`src/rtl/instr_fetch_pkg.sv`:
```
// Shared constants for the instruction fetch unit.
// Defaults for the fetch datapath plus the BRAM read latency.
package instr_fetch_pkg;

    localparam int DEF_ADDR_W   = 10;
    localparam int DEF_DATA_W   = 32;
    localparam int DEF_RESET_PC = 0;
    localparam int IMEM_RD_LAT  = 2;
    localparam int FETCH_CNT_W  = 16;

endpackage

```
`src/rtl/fetch_inflight_pipe.sv`:
```
// Valid/PC shift tracking fetches in flight through the BRAM,
// with a squash that kills every stage feeding the output.
module fetch_inflight_pipe
    import instr_fetch_pkg::*;
#(
    parameter int ADDR_W = DEF_ADDR_W
) (
    input  logic              clk,
    input  logic              reset,
    input  logic              issue,
    input  logic [ADDR_W-1:0] issue_pc,
    input  logic              squash,
    output logic              deliver,
    output logic              out_valid,
    output logic [ADDR_W-1:0] out_pc
);

    logic [IMEM_RD_LAT-1:0] stg_v;
    logic [ADDR_W-1:0]      stg_pc [IMEM_RD_LAT];

    // Last stage lines up with the BRAM data of the same fetch.
    assign deliver = stg_v[IMEM_RD_LAT-1] & ~squash;

    always_ff @(posedge clk or posedge reset) begin
        if (reset) begin
            stg_v     <= '0;
            out_valid <= 1'b0;
            out_pc    <= '0;
            for (int i = 0; i < IMEM_RD_LAT; i++) begin
                stg_pc[i] <= '0;
            end
        end else begin
            stg_v[0]  <= issue & ~squash;
            stg_pc[0] <= issue_pc;
            for (int i = 1; i < IMEM_RD_LAT; i++) begin
                stg_v[i]  <= stg_v[i-1] & ~squash;
                stg_pc[i] <= stg_pc[i-1];
            end
            out_valid <= deliver;
            if (deliver) begin
                out_pc <= stg_pc[IMEM_RD_LAT-1];
            end
        end
    end

endmodule

```
`src/rtl/instr_fetch.sv`:
```
// Instruction fetch: PC register, redirect handling and delivery
// of BRAM read data with its address and a running fetch count.
module instr_fetch
    import instr_fetch_pkg::*;
#(
    parameter int ADDR_W   = DEF_ADDR_W,
    parameter int DATA_W   = DEF_DATA_W,
    parameter int RESET_PC = DEF_RESET_PC
) (
    input  logic              clk,
    input  logic              reset,
    input  logic              pc_choose,
    input  logic              redirect_valid,
    input  logic [ADDR_W-1:0] redirect_pc,
    output logic [ADDR_W-1:0] imem_addr,
    input  logic [DATA_W-1:0] imem_rdata,
    output logic [ADDR_W-1:0] pc,
    output logic [DATA_W-1:0] instr,
    output logic [ADDR_W-1:0] instr_pc,
    output logic              instr_valid,
    output logic [15:0]       fetch_count
);

    logic deliver;

    assign imem_addr = pc;

    always_ff @(posedge clk or posedge reset) begin
        if (reset) begin
            pc <= ADDR_W'(RESET_PC);
        end else if (redirect_valid) begin
            pc <= redirect_pc;
        end else if (pc_choose) begin
            pc <= pc + 1'b1;
        end
    end

    fetch_inflight_pipe #(
        .ADDR_W(ADDR_W)
    ) u_pipe (
        .clk      (clk),
        .reset    (reset),
        .issue    (pc_choose),
        .issue_pc (pc),
        .squash   (redirect_valid),
        .deliver  (deliver),
        .out_valid(instr_valid),
        .out_pc   (instr_pc)
    );

    always_ff @(posedge clk or posedge reset) begin
        if (reset) begin
            instr       <= '0;
            fetch_count <= '0;
        end else if (deliver) begin
            instr       <= imem_rdata;
            fetch_count <= fetch_count + 1'b1;
        end
    end

endmodule

```
`config.mk`:
```
export PLATFORM = sky130hd
export DESIGN_NAME = instr_fetch
export DESIGN_NICKNAME = d
export VERILOG_FILES = /design/src/rtl/instr_fetch_pkg.sv /design/src/rtl/fetch_inflight_pipe.sv /design/src/rtl/instr_fetch.sv
export SDC_FILE = /design/constraint.sdc
export NUM_CORES = 1
export LEC_CHECK = 0
export ABC_CLOCK_PERIOD_IN_PS = 7700
export BUFFER_PORTS_ARGS = -buffer_cell sky130_fd_sc_hd__buf_2
export CAP_MARGIN = 40
export CORE_MARGIN = 8
export CORE_UTILIZATION = 55
export CTS_BUF_LIST = sky130_fd_sc_hd__clkbuf_4
export CTS_CLUSTER_DIAMETER = 30
export DETAILED_ROUTE_END_ITERATION = 7
export PLACE_DENSITY = 0.94
export SLEW_MARGIN = 20
export SYNTH_ARGS = -nofsm -noshare
export SYNTH_HDL_FRONTEND = slang
export SYNTH_SLANG_ARGS = --single-unit
```
`constraint.sdc`:
```
create_clock -name clk -period 7.7 [get_ports clk]
set_input_delay 0.385 -clock clk [delete_from_list [all_inputs] [get_ports clk]]
set_output_delay 0.385 -clock clk [all_outputs]
set_load 0.05 [all_outputs]
```
# Word-level counts from Yosys, hierarchy flattened
# Cells that the tools add are included.
[classes] reduce_logical=1 muxes=2 add_sub_neg=2 bitwise_logic=4
[ops] cell="two-way mux 10 bit" count=2
[ops] cell="adder 16 x 1 -> 16 bit (second input constant)" count=1
[ops] cell="adder 10 x 1 -> 10 bit (second input constant)" count=1
[ops] cell="bitwise AND 1 bit" count=3
[ops] cell="nonzero test 2 bit" count=1
[ops] cell="inverter 1 bit" count=1
[totals] output_inout_bits=79 reg_bits=91

# Depth between registers and ports, before layout
[logic_depth] ltp_word=3 mapped_depth=5

# Hierarchy
# From an unflattened synthesis, not the netlist that was laid out.
[unflattened] hier_cells=243 hier_area_um2=3507.1
[modules_own_cells] module="instr_fetch" area_each_um2=2479.9 cells_each=195 n_inst=1
[modules_own_cells] module="fetch_inflight_pipe" area_each_um2=1027.2 cells_each=48 n_inst=1

# Worst setup path after synthesis
# OpenSTA, ideal clock, no wires.
[synth_path] path_kind="register -> register" from="register fetch_count[0]" to="register fetch_count[12]" path_stages_with_launch=6 required_ns=7.621 arrival_ns=1.707 period_less_slack_ns=1.786 setup_slack_ns=5.914 path_cell_list="dfrtp_1 ha_1 and4b_1 and4bb_1 and3_4 xor2_2"
[synth_between] elab_chain_cells=1
[synth_rtl] item="from (decl)" line="instr_fetch.sv:21" text="output logic [15:0] fetch_count"
[synth_rtl] item="from (signal assigned)" line="instr_fetch.sv:57" text="fetch_count <= fetch_count + 1'b1;"
[synth_rtl] item="adder 16 x 1 -> 16 bit" line="instr_fetch.sv:57"
# Every way passes these cells.
# A chain may end at the register's enable or synchronous reset.

# Worst setup path in the final report
[layout_path] from="register u_pipe.stg_v[1]" to="register instr[10]"
[layout_between] elab_chain_cells=1
[layout_rtl] item="from (decl)" line="fetch_inflight_pipe.sv:18" text="logic [IMEM_RD_LAT-1:0] stg_v;"
[layout_rtl] item="from (signal, indexed assignment)" line="fetch_inflight_pipe.sv:36" text="stg_v[i] <= stg_v[i-1] & ~squash;"
[layout_rtl] item="bitwise AND 1 bit" line="fetch_inflight_pipe.sv:22" text="assign deliver = stg_v[IMEM_RD_LAT-1] & ~squash;"
[layout_rtl] item="to (signal assigned)" line="instr_fetch.sv:56" text="instr <= imem_rdata;"
[layout_rtl] item="to (decl)" line="instr_fetch.sv:18" text="output logic [DATA_W-1:0] instr,"
# Every way passes these cells.

==> summary.json <==
{
  "critPathBufInv": 1,
  "timing.critical_path.arrival_ns": 2.01,
  "fp.coreArea_um2": 6240,
  "num_vias": 2233,
  "post_route_cells_drive_above_1_share_pct": 52.3,
  "final.min_clock_period_ns": 1.70,
  "power.leakage_nw": 2.15,
  "crit_family": "simple AND/OR/NAND/NOR gates",
  "ys_seq_area_share_pct": 65.4,
  "cp_slowest_stage_delay_ns": 0.61,
  "die_height_um": 95.6,
  "drtAntennaViolNets": 0,
  "synth_area_um2": 3480,
  "post_synth_num_cell_types": 29,
  "die-area_um2": 9130,
  "fin_util_pct": 68.3,
  "ys.flop_type": "dfrtp_1",
  "synthCells": 242,
  "synth-edff-count": 0,
  "avgSynthCellArea_um2": 14.4,
  "worst-setup-path-type": "register to register",
  "fmaxAchievable_mhz": 589,
  "grt_usage_pct": 15.4,
  "power_density_nw_per_um2": 296,
  "timing.final.hold_violations": 0,
  "fp-row-count": 29,
  "yosysWarningCount": 0,
  "largest_fanout_on_the_critical_path": 24,
  "timing_worst_slew_pin_value_ns": 0.695,
  "synth_area_leader_cell": "dfrtp_1",
  "ctsRootBufferMaster": "clkbuf_4",
  "worstSkewPairLatency_ns": 0.42,
  "die_x_um": 95.6,
  "via_to_cell_ratio": 5.03,
  "ff2ff_setup_slack_ns": 6.00,
  "sum_of_negative_setup_slack_ns": 0,
  "post_cts_resize_count": 0,
  "postLayoutSetupSlackWorst_ns": 6.00,
  "clock_skew_ns": 0.00923,
  "synth_top_cell_area_share_pct": 65.4,
  "worst_setup_hold_path_clk_slew_ns": 0.14,
  "cp.depth": 3,
  "cts_setup_buffers": 0,
  "layout.cells.most_common_list": "buf_2, dfrtp_1, mux2_2",
  "synth_area_leaders": "dfrtp_1, mux2_2, xnor2_1",
  "placedInstanceArea_um2": 4150,
  "rsz0062_at_grt": "false",
  "r2r-start": "u_pipe.stg_v[1]",
  "hold_class": "input port to async pin",
  "initial_utilization_pct": 55.8,
  "placedCellCount": 428,
  "critPathSlowestCell": "nor2b_4",
  "drcViolationCount": 0,
  "cts.htree.levels": 3,
  "cts.sinks": 91,
  "layout-area-overhead-vs-synth_pct": 22.4,
  "report.final.setup_viol": 0,
  "startpoint_type": "register",
  "layout_commonest_cell": "buf_2",
  "worst-r2r-cell-count": 3,
  "stdcell_area_um2": 4260,
  "postCtsHoldBufs": 0,
  "asyncSetResetFlopFracSynth_pct": 100,
  "ios": 125,
  "initialDrtViolationCount": 76,
  "worst_slack_after_detailed_placement_ns": 5.70,
  "ys_seq_elements": 91,
  "crit_chain": "nor2b_4 > buf_16 > mux2_2",
  "drt_first_pass_iters": 4,
  "outcome": "complete, no violations",
  "finalWirelength_um": 6790,
  "numCtsBuffers": 9,
  "grt_pass1_wl_um": 10900,
  "cts_tree": "built",
  "routabilityCongestion": 0.785,
  "place_hpwl_um": 5080,
  "timing.max_slew.rel_slack_pct": 53.6,
  "portBuffers": 124,
  "nets": 410,
  "clock_tree.buffer_depth": 2,
  "critical_path.endpoint_type": "register",
  "grt_max_degree": 57,
  "grt_overflow": 0,
  "route.detailed.wl_per_inst_um": 15.3,
  "diodes": 0,
  "number_of_global_route_vias_before_repair": 2331,
  "timing.critical_path.required_ns": 8.02,
  "synth_fp_nets": 290,
  "antenna_found_initial": 0,
  "fin_crit_sh_pct": 22.1,
  "final-max-slew-violation-count": 0,
  "critical_path.reg2reg.endpoint": "instr[10]",
  "final_cell_count_no_fill": 444,
  "drv_cap": 0,
  "vdd_drop_max_mv": 0.177
}
## power by group
part           leakage, nW  switching (mW)  internal (mW)
Clock               0.0654           0.154         0.0653
Sequential            1.12          0.0494          0.553
Combinational        0.960           0.327          0.111
Total                 2.15           0.530          0.729
## synth_stat cells (all sizes together), types with 2 or more instances
| cell type | count |
|---|---|
| dfrtp | 91 |
| mux2 | 43 |
| nand2 | 19 |
| buf | 16 |
| xnor2 | 15 |
| o21ai | 10 |
| xor2 | 9 |
| nand4 | 6 |
| and3 | 5 |
| nand3 | 4 |
| nor2 | 4 |
| inv | 3 |
| nor2b | 3 |
| clkbuf | 2 |
| ha | 2 |
## worst max-delay path by stage
stage	slack, ns	endpoint	from
5_1_grt	5.87	instr[3]	u_pipe.stg_v[1]
3_5_place_dp	5.70	instr[10]	redirect_valid
3_3_place_gp	5.50	instr[20]	redirect_valid
2_1_floorplan	4.95	fetch_count[0]	reset
6_report	6.00	instr[10]	u_pipe.stg_v[1]
4_1_cts	5.96	instr[10]	u_pipe.stg_v[1]
## logic make-up (layout without fill, tap and decap cells)
| group | after synthesis | in the layout | share of synthesized area (%) |
|---|---|---|---|
| buf+inv | 21 | 146 | 3.84 |
| fa+ha+maj | 2 | 2 | 0.719 |
| simple gates | 50 | 50 | 8.16 |
| flops | 91 | 91 | 65.4 |
| compound gates | 10 | 10 | 1.44 |
| xor+xnor | 24 | 24 | 6.25 |
| mux | 44 | 44 | 14.2 |
## sequential cells by signal, indices dropped and copies added (netlist names)
name,flops
u_pipe.stg_pc,20
imem_addr,10
fetch_count,16
u_pipe.out_valid,1
u_pipe.out_pc,10
instr,32
u_pipe.stg_v,2
## layer usage
metal	wire, um	vias up	track usage (%)
met4	125	0	8.45
met3	662	10	4.65
met5	0	-	0
met2	3300	88	23.9
li1	-	1057	-
met1	2700	1078	19.1
## cell type report
class / count / area, um2
fill: 459 / 1980
clock buffer: 9 / 67.6
multi-input combinational: 130 / 1080
clock inverter: 7 / 45.0
inverter: 3 / 12.5
tap: 77 / 96.3
sequential: 91 / 2280
timing repair buffer: 127 / 683
## worst register-to-register path, delay by kind of cell (launching register included)
kind	cells	cell delay [ns]
buf+inv	1	0.25
flops	1	0.38
simple gates	1	0.61
mux	1	0.36
## metrics by stage
| stage | hold WS (ns) | power, mW |
|---|---|---|
| floorplan | 0.331 | 0.947 |
| global placement | 0.332 | 1.04 |
| detailed placement | 0.337 | 1.06 |
| CTS | 0.0344 | 1.28 |
| global route | 0.0471 | 1.32 |
| finish | 0.0466 | 1.26 |
Note: power is estimated with default switching activity, not from simulation.
